File: config.mk
export PLATFORM = sky130hd
export DESIGN_NAME = semeion_frame_loader_flat
export DESIGN_NICKNAME = d
export VERILOG_FILES = /design/src/rtl/semeion_frame_loader_pkg.sv /design/src/rtl/semeion_frame_loader_if.sv /design/src/rtl/semeion_frame_loader_label_decoder.sv /design/src/rtl/semeion_frame_loader.sv /design/src/flat_wrapper.sv
export SDC_FILE = /design/constraint.sdc
export NUM_CORES = 1
export LEC_CHECK = 0
export ABC_AREA = 0
export CAP_MARGIN = 20
export CELL_PAD_IN_SITES_DETAIL_PLACEMENT = 2
export CELL_PAD_IN_SITES_GLOBAL_PLACEMENT = 2
export CORE_MARGIN = 2
export CORE_UTILIZATION = 31
export DETAILED_ROUTE_END_ITERATION = 10
export GPL_ROUTABILITY_DRIVEN = 0
export PLACE_DENSITY_LB_ADDON = 0.1
export SETUP_SLACK_MARGIN = 0.4
export SLEW_MARGIN = 40
export SYNTH_ARGS = -nofsm -noshare
export SYNTH_HDL_FRONTEND = slang
export SYNTH_SLANG_ARGS = --single-unit
File: constraint.sdc
create_clock -name clk -period 8.5 [get_ports clk]
set_input_delay 1.7 -clock clk [delete_from_list [all_inputs] [get_ports clk]]
set_output_delay 1.7 -clock clk [all_outputs]
set_load 0.02 [all_outputs]
File: src/rtl/semeion_frame_loader_pkg.sv
// Shared constants, FSM state type and the digit/label-bit mapping for the
// Semeion frame loader.
package semeion_pkg;

   localparam int INPUT_SIZE   = 256;
   localparam int LABEL_SIZE   = 10;
   localparam int BYTE_COUNT   = 34;
   localparam int RECORD_WIDTH = INPUT_SIZE + LABEL_SIZE;

   typedef enum logic [1:0] {
      ST_FILL   = 2'd0,
      ST_LOAD   = 2'd1,
      ST_WAIT   = 2'd2,
      ST_REPORT = 2'd3
   } state_t;

   // Digit d is flagged by label bit [LABEL_SIZE-1-d] (digit 0 is the label MSB).
   function automatic logic [3:0] label_bit(input logic [3:0] digit);
      return 4'(LABEL_SIZE - 1) - digit;
   endfunction

endpackage

File: src/rtl/semeion_frame_loader_if.sv
// Byte-stream, classifier and scoring signals of the frame loader.
// Handshake: a byte moves on a rising clk edge where byte_valid && byte_ready.
interface semeion_frame_loader_if #(
   parameter int INPUT_SIZE  = semeion_pkg::INPUT_SIZE,
   parameter int COUNT_WIDTH = 16
);
   import semeion_pkg::*;

   logic [7:0]             byte_data;
   logic                   byte_valid;
   logic                   byte_ready;
   logic [INPUT_SIZE-1:0]  layer_1_input;
   logic                   load;
   logic                   done;
   logic [3:0]             max;
   logic                   result_valid;
   logic [3:0]             predicted;
   logic [3:0]             expected;
   logic                   correct;
   logic                   label_err;
   logic                   timeout_err;
   logic [COUNT_WIDTH-1:0] total_count;
   logic [COUNT_WIDTH-1:0] correct_count;
   state_t                 state_dbg;

   modport master (
      output byte_data, byte_valid, done, max,
      input  byte_ready, layer_1_input, load, result_valid, predicted,
             expected, correct, label_err, timeout_err, total_count,
             correct_count, state_dbg
   );

   modport slave (
      input  byte_data, byte_valid, done, max,
      output byte_ready, layer_1_input, load, result_valid, predicted,
             expected, correct, label_err, timeout_err, total_count,
             correct_count, state_dbg
   );

endinterface

File: src/rtl/semeion_frame_loader_label_decoder.sv
// One-hot label to digit index; legal only when exactly one bit is set,
// otherwise the index is forced to zero.
module label_decoder
   import semeion_pkg::*;
(
   input  logic [LABEL_SIZE-1:0] label,
   output logic [3:0]            index,
   output logic                  legal
);

   logic [3:0] hits;

   always_comb begin
      hits  = '0;
      index = '0;
      for (int d = 0; d < LABEL_SIZE; d++) begin
         if (label[label_bit(4'(d))]) begin
            hits  = hits + 4'd1;
            index = 4'(d);
         end
      end
      legal = (hits == 4'd1);
      if (!legal) index = '0;
   end

endmodule

File: src/rtl/semeion_frame_loader.sv
// Assembles a 34-byte record, launches layer 1 with a one-cycle load pulse,
// then scores the classifier answer against the record label.
module semeion_frame_loader #(
   parameter int INPUT_SIZE     = semeion_pkg::INPUT_SIZE,
   parameter int LABEL_SIZE     = semeion_pkg::LABEL_SIZE,
   parameter int BYTE_COUNT     = semeion_pkg::BYTE_COUNT,
   parameter int TIMEOUT_CYCLES = 2048,
   parameter int COUNT_WIDTH    = 16
) (
   input logic                   clk,
   input logic                   reset,
   semeion_frame_loader_if.slave bus
);
   import semeion_pkg::*;

   localparam int SHREG_W = BYTE_COUNT * 8;
   localparam int PAD     = SHREG_W - (INPUT_SIZE + LABEL_SIZE);
   localparam int BCNT_W  = $clog2(BYTE_COUNT);
   localparam int WAIT_W  = $clog2(TIMEOUT_CYCLES + 1);

   state_t                 state_q, state_d;
   logic [SHREG_W-1:0]     shreg_q, shreg_d;
   logic [BCNT_W-1:0]      byte_cnt_q, byte_cnt_d;
   logic [WAIT_W-1:0]      wait_cnt_q, wait_cnt_d;
   logic                   done_prev_q;
   logic [INPUT_SIZE-1:0]  layer_1_input_q, layer_1_input_d;
   logic [3:0]             predicted_q, predicted_d;
   logic [3:0]             expected_q, expected_d;
   logic                   correct_q, correct_d;
   logic                   label_err_q, label_err_d;
   logic                   timeout_err_q, timeout_err_d;
   logic [COUNT_WIDTH-1:0] total_q, total_d;
   logic [COUNT_WIDTH-1:0] correct_cnt_q, correct_cnt_d;
   logic                   byte_ready, load, result_valid;
   logic [3:0]             label_index;
   logic                   label_legal;
   logic                   unused_shreg_top;

   // The oldest byte is only ever consumed through shreg_d on the final shift.
   assign unused_shreg_top = ^shreg_q[SHREG_W-1 -: 8];

   label_decoder u_label_decoder (
      .label (shreg_q[PAD +: LABEL_SIZE]),
      .index (label_index),
      .legal (label_legal)
   );

   always_comb begin
      state_d         = state_q;
      shreg_d         = shreg_q;
      byte_cnt_d      = byte_cnt_q;
      wait_cnt_d      = wait_cnt_q;
      layer_1_input_d = layer_1_input_q;
      predicted_d     = predicted_q;
      expected_d      = expected_q;
      correct_d       = correct_q;
      label_err_d     = label_err_q;
      timeout_err_d   = timeout_err_q;
      total_d         = total_q;
      correct_cnt_d   = correct_cnt_q;
      byte_ready      = 1'b0;
      load            = 1'b0;
      result_valid    = 1'b0;
      unique case (state_q)
         ST_FILL: begin
            byte_ready = 1'b1;
            if (bus.byte_valid) begin
               shreg_d = {shreg_q[SHREG_W-9:0], bus.byte_data};
               if (byte_cnt_q == BCNT_W'(BYTE_COUNT - 1)) begin
                  byte_cnt_d      = '0;
                  layer_1_input_d = shreg_d[SHREG_W-1 -: INPUT_SIZE];
                  state_d         = ST_LOAD;
               end else begin
                  byte_cnt_d = byte_cnt_q + BCNT_W'(1);
               end
            end
         end
         ST_LOAD: begin
            load       = 1'b1;
            wait_cnt_d = '0;
            state_d    = ST_WAIT;
         end
         ST_WAIT: begin
            // A completion edge seen on the timeout cycle still counts.
            if (bus.done && !done_prev_q) begin
               predicted_d = bus.max;
               expected_d  = label_index;
               label_err_d = !label_legal;
               correct_d   = label_legal && (bus.max == label_index);
               state_d     = ST_REPORT;
            end else if (wait_cnt_q == WAIT_W'(TIMEOUT_CYCLES)) begin
               timeout_err_d = 1'b1;
               state_d       = ST_FILL;
            end else begin
               wait_cnt_d = wait_cnt_q + WAIT_W'(1);
            end
         end
         ST_REPORT: begin
            result_valid = 1'b1;
            if (total_q != '1) total_d = total_q + COUNT_WIDTH'(1);
            if (correct_q && (correct_cnt_q != '1)) correct_cnt_d = correct_cnt_q + COUNT_WIDTH'(1);
            state_d = ST_FILL;
         end
         default: state_d = ST_FILL;
      endcase
   end

   always_ff @(posedge clk) begin
      if (reset) begin
         state_q         <= ST_FILL;
         shreg_q         <= '0;
         byte_cnt_q      <= '0;
         wait_cnt_q      <= '0;
         done_prev_q     <= 1'b0;
         layer_1_input_q <= '0;
         predicted_q     <= '0;
         expected_q      <= '0;
         correct_q       <= 1'b0;
         label_err_q     <= 1'b0;
         timeout_err_q   <= 1'b0;
         total_q         <= '0;
         correct_cnt_q   <= '0;
      end else begin
         state_q         <= state_d;
         shreg_q         <= shreg_d;
         byte_cnt_q      <= byte_cnt_d;
         wait_cnt_q      <= wait_cnt_d;
         done_prev_q     <= bus.done;
         layer_1_input_q <= layer_1_input_d;
         predicted_q     <= predicted_d;
         expected_q      <= expected_d;
         correct_q       <= correct_d;
         label_err_q     <= label_err_d;
         timeout_err_q   <= timeout_err_d;
         total_q         <= total_d;
         correct_cnt_q   <= correct_cnt_d;
      end
   end

   assign bus.byte_ready    = byte_ready;
   assign bus.load          = load;
   assign bus.result_valid  = result_valid;
   assign bus.layer_1_input = layer_1_input_q;
   assign bus.predicted     = predicted_q;
   assign bus.expected      = expected_q;
   assign bus.correct       = correct_q;
   assign bus.label_err     = label_err_q;
   assign bus.timeout_err   = timeout_err_q;
   assign bus.total_count   = total_q;
   assign bus.correct_count = correct_cnt_q;
   assign bus.state_dbg     = state_q;

endmodule

File: src/flat_wrapper.sv
// flat-port wrapper written by rule: the top's interface ports become plain ports
module semeion_frame_loader_flat import semeion_pkg::*;
#(
   parameter int INPUT_SIZE     = semeion_pkg::INPUT_SIZE,
   parameter int LABEL_SIZE     = semeion_pkg::LABEL_SIZE,
   parameter int BYTE_COUNT     = semeion_pkg::BYTE_COUNT,
   parameter int TIMEOUT_CYCLES = 2048,
   parameter int COUNT_WIDTH    = 16
)
  (clk, reset, bus_byte_data, bus_byte_valid, bus_done, bus_max, bus_byte_ready, bus_layer_1_input, bus_load, bus_result_valid, bus_predicted, bus_expected, bus_correct, bus_label_err, bus_timeout_err, bus_total_count, bus_correct_count, bus_state_dbg);
  semeion_frame_loader_if #(.INPUT_SIZE(INPUT_SIZE), .COUNT_WIDTH(COUNT_WIDTH)) bus_i ();
  input logic clk;
  input logic reset;
  input wire logic [$bits(bus_i.byte_data)-1:0] bus_byte_data;
  input wire logic [$bits(bus_i.byte_valid)-1:0] bus_byte_valid;
  input wire logic [$bits(bus_i.done)-1:0] bus_done;
  input wire logic [$bits(bus_i.max)-1:0] bus_max;
  output wire logic [$bits(bus_i.byte_ready)-1:0] bus_byte_ready;
  output wire logic [$bits(bus_i.layer_1_input)-1:0] bus_layer_1_input;
  output wire logic [$bits(bus_i.load)-1:0] bus_load;
  output wire logic [$bits(bus_i.result_valid)-1:0] bus_result_valid;
  output wire logic [$bits(bus_i.predicted)-1:0] bus_predicted;
  output wire logic [$bits(bus_i.expected)-1:0] bus_expected;
  output wire logic [$bits(bus_i.correct)-1:0] bus_correct;
  output wire logic [$bits(bus_i.label_err)-1:0] bus_label_err;
  output wire logic [$bits(bus_i.timeout_err)-1:0] bus_timeout_err;
  output wire logic [$bits(bus_i.total_count)-1:0] bus_total_count;
  output wire logic [$bits(bus_i.correct_count)-1:0] bus_correct_count;
  output wire logic [$bits(bus_i.state_dbg)-1:0] bus_state_dbg;
  assign bus_i.byte_data = bus_byte_data;
  assign bus_i.byte_valid = bus_byte_valid;
  assign bus_i.done = bus_done;
  assign bus_i.max = bus_max;
  assign bus_byte_ready = bus_i.byte_ready;
  assign bus_layer_1_input = bus_i.layer_1_input;
  assign bus_load = bus_i.load;
  assign bus_result_valid = bus_i.result_valid;
  assign bus_predicted = bus_i.predicted;
  assign bus_expected = bus_i.expected;
  assign bus_correct = bus_i.correct;
  assign bus_label_err = bus_i.label_err;
  assign bus_timeout_err = bus_i.timeout_err;
  assign bus_total_count = bus_i.total_count;
  assign bus_correct_count = bus_i.correct_count;
  assign bus_state_dbg = bus_i.state_dbg;
  semeion_frame_loader #(.INPUT_SIZE(INPUT_SIZE), .LABEL_SIZE(LABEL_SIZE), .BYTE_COUNT(BYTE_COUNT), .TIMEOUT_CYCLES(TIMEOUT_CYCLES), .COUNT_WIDTH(COUNT_WIDTH)) u_core (.clk(clk), .reset(reset), .bus(bus_i));
endmodule
Word-level counts from Yosys, hierarchy flattened
Index checks and enable logic that the tools add are counted.
{ "totals": {"regBits": 584, "latchBits": 0, "ramBits": 0, "romBits": 0, "in_bits": 16, "output_inout_bits": 304, "memories": 0} }
{ "classes": {"add_sub_neg": 13, "multipliers": 0, "n_div": 0, "n_lt_le_gt_ge": 0, "eq_ne": 14, "n_shift": 0, "muxes": 32, "bitwise": 1, "n_reduce_logical": 15} }
{ "op_table": {"columns": ["operator", "n"], "rows": [
  ["$mux 4", 16],
  ["$add 16x1->16 const B", 2],
  ["$add 4x1->4 const B", 8],
  ["$ne 16x16->1 const B", 2],
  ["$mux 12", 2],
  ["$pmux 12 s2", 1],
  ["$add 12x1->12 const B", 1],
  ["$eq 12x12->1 const B", 1],
  ["$mux 2", 6],
  ["$reduce_and 3->1", 4],
  ["$pmux 2 s4", 1],
  ["$reduce_and 2->1", 4],
  ["$add 6x1->6 const B", 1],
  ["$eq 6x6->1 const B", 1],
  ["$mux 6", 1],
  ["$ne 2x2->1 const B", 3],
  ["$mux 1", 5],
  ["$eq 2x2->1 const B", 2],
  ["$eq 4x1->1 const B", 1],
  ["$eq 4x4->1", 1],
  ["$logic_and 1x1->1", 3],
  ["$ne 3x1->1 const B", 1],
  ["$add 1x1->2 const B", 1],
  ["$eq 2x1->1 const B", 1],
  ["other kinds (5)", 6]
]} }

Depth between registers and ports, before layout
{ "logic_depth": {"ltp_word": 23, "mapped_depth": 33} }

Cells and area by module
From an unflattened synthesis, not the netlist that was laid out.
{ "hier_totals": {"cells_unflattened": 2776, "hier_area_um2": 21757.1} }
{ "by_module_without_submodules": {"columns": ["mod", "n_inst", "cells_per_inst", "area_each_um2"], "rows": [
  ["semeion_frame_loader", 1, 2653, 20865.0],
  ["label_decoder", 1, 123, 892.1]
]} }

Worst setup path before layout
OpenSTA, ideal clock, no wires.
{ "synth_path": {"path_kind": "register -> register", "startpoint": "register u_core.shreg_q[14]", "endpoint": "register u_core.correct_q, in the netlist u_core.bus.correct", "setup_time_ps": 117, "t_arrival_ps": 5999, "setup_slack_ps": 2384, "stages_incl_launch_ff": 33, "path_buffers": 1, "path_cell_list": "dfxtp_1 -> inv_1 -> ha_1 -> xnor2_1 -> inv_1 -> ha_1 -> nand2_1 -> o21ai_0 -> ha_1 -> nand2_1 -> o21ai_0 -> or2_1 -> ha_1 -> nor2b_1 -> o21ba_2 -> ha_1 -> nand2_1 -> inv_1 -> or2_2 -> ha_1 -> a221o_1 -> ha_1 -> nor2b_1 -> nor2_1 -> ha_1 -> clkbuf_1 -> o211ai_1 -> o31ai_1 -> a211oi_1 -> o211ai_1 -> nand4b_1 -> o41ai_4 -> a32o_1"} }
{ "synth_between": {"elab_chain_cells": 21, "word_cells_on_any_way": 30, "cone_classes": "add/sub (8); eq/ne (2); mux (19); reduce/logical (1)"} }
{ "synth_rtl": {"columns": ["item", "line", "rtl"], "rows": [
  ["from (decl)", "semeion_frame_loader.sv:22", "logic [SHREG_W-1:0] shreg_q, shreg_d;"],
  ["from (signal assigned)", "semeion_frame_loader.sv:125", "shreg_q <= shreg_d;"],
  ["$mux 2", "semeion_frame_loader_label_decoder.sv:17", "if (label[label_bit(4'(d))]) begin"],
  ["$add 4x1->4", "semeion_frame_loader_label_decoder.sv:18", "hits = hits + 4'd1;"],
  ["$mux 4", "semeion_frame_loader_label_decoder.sv:17", null],
  ["$add 4x1->4", "semeion_frame_loader_label_decoder.sv:18", null],
  ["$mux 4", "semeion_frame_loader_label_decoder.sv:17", null],
  ["$add 4x1->4", "semeion_frame_loader_label_decoder.sv:18", null],
  ["$mux 4", "semeion_frame_loader_label_decoder.sv:17", null],
  ["$add 4x1->4", "semeion_frame_loader_label_decoder.sv:18", null],
  ["(+5 left out)", null, null],
  ["$add 4x1->4", "semeion_frame_loader_label_decoder.sv:18", null],
  ["$mux 4", "semeion_frame_loader_label_decoder.sv:17", null],
  ["$add 4x1->4", "semeion_frame_loader_label_decoder.sv:18", null],
  ["$mux 4", "semeion_frame_loader_label_decoder.sv:17", null],
  ["$eq 4x1->1", "semeion_frame_loader_label_decoder.sv:22", "legal = (hits == 4'd1);"],
  ["$mux 4", "semeion_frame_loader_label_decoder.sv:23", "if (!legal) index = '0;"],
  ["$eq 4x4->1", "semeion_frame_loader.sv:89", "correct_d = label_legal && (bus.max == label_index);"],
  ["$logic_and 1x1->1 *", "semeion_frame_loader.sv:89", null],
  ["to (signal assigned)", "semeion_frame_loader.sv:132", "correct_q <= correct_d;"],
  ["to (decl)", "semeion_frame_loader.sv:29", "logic correct_q, correct_d;"]
]} }
Mark *: on every way between the ends. The rest lies on a longest branch, timed or not.
A chain may end at the register's enable or synchronous reset.

Worst setup path in the final report
Same ends and word-level chain as after synthesis.

==> flow_summary_export.csv <==
group,metric,value,unit
synth,synth.area.top_cells,"dfxtp_1, nand2_1, a21oi_1, clkbuf_1, nor2_1",
drt,postRouteAntennaNets,0,
synth,ys_seq_area_frac,0.545,
outcome,run_status,"finished, final reports clean",
pwr,static-leakage-power,9.03,nW
clock_tree,clock_tree.htree_level_count,3,
drt,route.detailed.drc,0,
worst_setup_path,worstPathBufferInverterCount,3,
grt,globalRouteTotalUtil,0.200,
clock_tree,number_of_clock_buffers_inserted_by_tritoncts,68,
clock_tree,cts.reportedPaths.clkPinSlew,60,ps
synth,ys_async_sr_fraction,0,
worst_setup_path,timing.critical_path.to_type,"register",
worst_setup_path,critPathArrivalTime,7440,ps
worst_setup_path,slowest_stage,"dfxtp_1",
sta,tightestPinTransition,759,ps
sta,setup_viol_count_final,0,
placed_design,detailedPlacementHpwl,46600,um
clock_tree,tritoncts,"built",
layout,drive_gt1_frac,0.0479,
sta,final_max_slew_viol_count,0,
grt,number_of_global_route_vias_before_repair,20536,
worst_setup_path,startpoint_type,"register",
layout,nets,2973,
worst_setup_path,worstReg2RegStart,"u_core.shreg_q[14]$_SDFFE_PP0P_",
sta,finalClockSkew,23.2,ps
placed_design,numPlacedInstances,3797,
worst_setup_path,cp_common_cell,"ha_1",
drt,route.final.wire_length,71700,um
worst_setup_path,worst_path_largest_cell_delay,410,ps
sta,slew-limit-headroom,0.494,
clock_tree,cts_hold_buf,0,
synth,synthesis.instances,2728,
grt,global_route.overflow_total,0,
min_path,hp-class,"register to register",
floorplan,die_y,267,um
floorplan,overall_die_area,71400,um2
min_path,timing.hold.worst.start,"u_core.bus.layer_1_input[16]$_SDFFE_PP0P_",
sta,hold_viol,0,
grt,grt_max_degree,136,
synth,syn_area_per_cell,7.87,um2
synth,synth-warning-count,0,
pwr,power-per-cell-area,220,nW/um2
sta,setup_repair_after_global_routing_missed_its_margin,"no",
synth,synth_seq_cells,584,
layout,syn_to_final_growth,28.8,%
worst_setup_path,r2r_slack,1540,ps
floorplan,std_cell_rows,96,
synth,ys.flop_type,"dfxtp_1",
worst_setup_path,cp_top_family,"adder cells",
synth,synth_largest_type_area_fraction,0.545,
floorplan,design.core.area,68600,um2
clock_tree,cts.sinks,584,
layout,antennaDiodeCount,0,
drt,dr_total_vias,19114,
synth,netlist-cell-type-count,65,
clock_tree,postCtsSetupBuffers,0,
min_path,timing.hold.worst_path_depth,2,
grt,grt_pass1_wl,115000,um
sta,max_freq,144,MHz
drt,avgViaCountPerCell,4.88,
clock_tree,maximum_buffer_depth_of_the_clock_tree,3,
layout,post-route-util,0.403,
sta,tns,0,ps
layout,nFillCells,7655,
flow_run,maxCapViolCount,0,
drt,firstDrtPassIters,4,
floorplan,die_width,267,um
floorplan,ios,320,
synth,synth_cell_area,21500,um2
worst_setup_path,timing.critical_path.fanout_max,10,
placed_design,port_buffers,319,
drt,drt_iter0_drc,820,
clock_tree,insertion_delay,610,ps
min_path,min_to,"u_core.bus.layer_1_input[16]$_SDFFE_PP0P_",
sta,post-route-period-util,0.819,
worst_setup_path,cp_data_required_time,8980,ps
worst_setup_path,worstReg2RegEnd,"u_core.bus.correct$_SDFFE_PP0P_",
clock_tree,cts_resized,0,
worst_setup_path,ff2ff_path_depth,31,
grt,antenna_found_initial,0,
floorplan,initial_utilization,0.313,
synth,synth-edff-count,0,
pwr,max-vdd-ir-drop,176,uV
clock_tree,clock-root-buffer,"clkbuf_16",
synth,synth.net_count,2763,
sta,period_needed,6960,ps
layout,final_cell_count_no_fill,3919,
worst_setup_path,path_class,"register to register",
synth,synthDominantAreaCellType,"dfxtp_1",
drt,wirelength_per_cell,18.3,um
[layout by cell type, fill, tap and decap left out, types with 18 or more instances in the layout]
cell type and instances:
nand2_1 1073, dfxtp_1 584, a21oi_1 537, clkdlybuf4s50_1 318, nor2_1 77, clkbuf_16 69
xor2_1 29, xnor2_1 26, inv_1 22, nand3_1 20, nor3_1 19, ha_1 19
clkbuf_8 18
[registers in the layout (all words and copies together), names as in the netlist, 2 cells and up]
register                  count
u_core.shreg_q              264
u_core.wait_cnt_q            12
u_core.bus.total_count       16
u_core.byte_cnt_q             6
u_core.bus.expected           4
u_core.bus.predicted          4
u_core.bus.correct_count     16
u_core.bus.state_dbg          2
u_core.bus.layer_1_input    256
[Yosys cell counts, types with 6 or more instances]
cell / number
and2_1: 6
mux2i_1: 8
nor3_1: 19
nand3_1: 20
clkbuf_1: 177
xor2_1: 29
o21ai_0: 11
dfxtp_1: 584
ha_1: 19
or3_1: 8
and3_1: 6
inv_1: 22
nand2_1: 1075
buf_1: 16
nand4_1: 14
xnor2_1: 26
a21oi_1: 537
nor2_1: 77
[cell families after synthesis]
group | share of synthesized area
AO/OA/AOI/OAI | 0.145
flip-flops | 0.545
XOR/XNOR | 0.0272
buffers and inverters | 0.0392
multiplexers | 0.00425
AND/OR/NAND/NOR | 0.228
adder cells (fa/ha/maj) | 0.0111
[how the worst max path moves through the flow]
stage,from,end,slack (ps),cells past startpoint
floorplan,u_core.shreg_q[14]$_SDFFE_PP0P_,u_core.bus.correct$_SDFFE_PP0P_,2380,32
global placement,u_core.shreg_q[14]$_SDFFE_PP0P_,u_core.bus.expected[0]$_SDFFE_PP0P_,2040,31
detailed placement,u_core.shreg_q[14]$_SDFFE_PP0P_,u_core.bus.correct$_SDFFE_PP0P_,1540,31
CTS,u_core.shreg_q[14]$_SDFFE_PP0P_,u_core.bus.correct$_SDFFE_PP0P_,1510,31
global route,u_core.shreg_q[14]$_SDFFE_PP0P_,u_core.bus.expected[3]$_SDFFE_PP0P_,970,31
finish,u_core.shreg_q[14]$_SDFFE_PP0P_,u_core.bus.correct$_SDFFE_PP0P_,1540,31
[power breakdown]
| group | leakage, nW | switching [mW] | total [mW] | internal, mW |
|---|---|---|---|---|
| combinational | 3.20 | 0.262 | 0.339 | 0.0767 |
| sequential | 4.70 | 0.0168 | 2.76 | 2.75 |
| clock | 1.12 | 1.18 | 2.98 | 1.80 |
| total | 9.03 | 1.45 | 6.08 | 4.63 |
[area by class of cell]
class	instances	area, um2	share of cell area
Clock inverter	18	251	0.00909
Tap cell	931	1160	0.0421
Clock buffer	102	2030	0.0734
Inverter	23	86.3	0.00312
Sequential cell	584	11700	0.423
Multi-Input combinational cell	1923	8950	0.324
Timing Repair Buffer	338	3480	0.126
[routing by layer]
layer  up-vias  share of wire  GRT usage
met5         -              0          0
met4         0          0.020     0.0500
met3        95          0.045     0.0468
met2       259           0.50      0.348
met1      9495           0.44      0.246
li1       9265              -          -
[stage by stage]
step                hold slack, ps  setup WS (ps)  total power, mW  cell area [um2]
floorplan                      432           2380             3.06            21500
global placement               440           2040             3.15            25200
detailed placement             451           1540             3.17            25300
CTS                            461           1510             6.19            27600
global route                   481            969             6.34            27700
finish                         454           1540             6.08            27700
[worst min-delay path, cell delays in order, from the launching register on]
cell     delay, ps
dfxtp_1        310
nand2_1         50
a21oi_1         50
(Power assumes the default switching activity.)
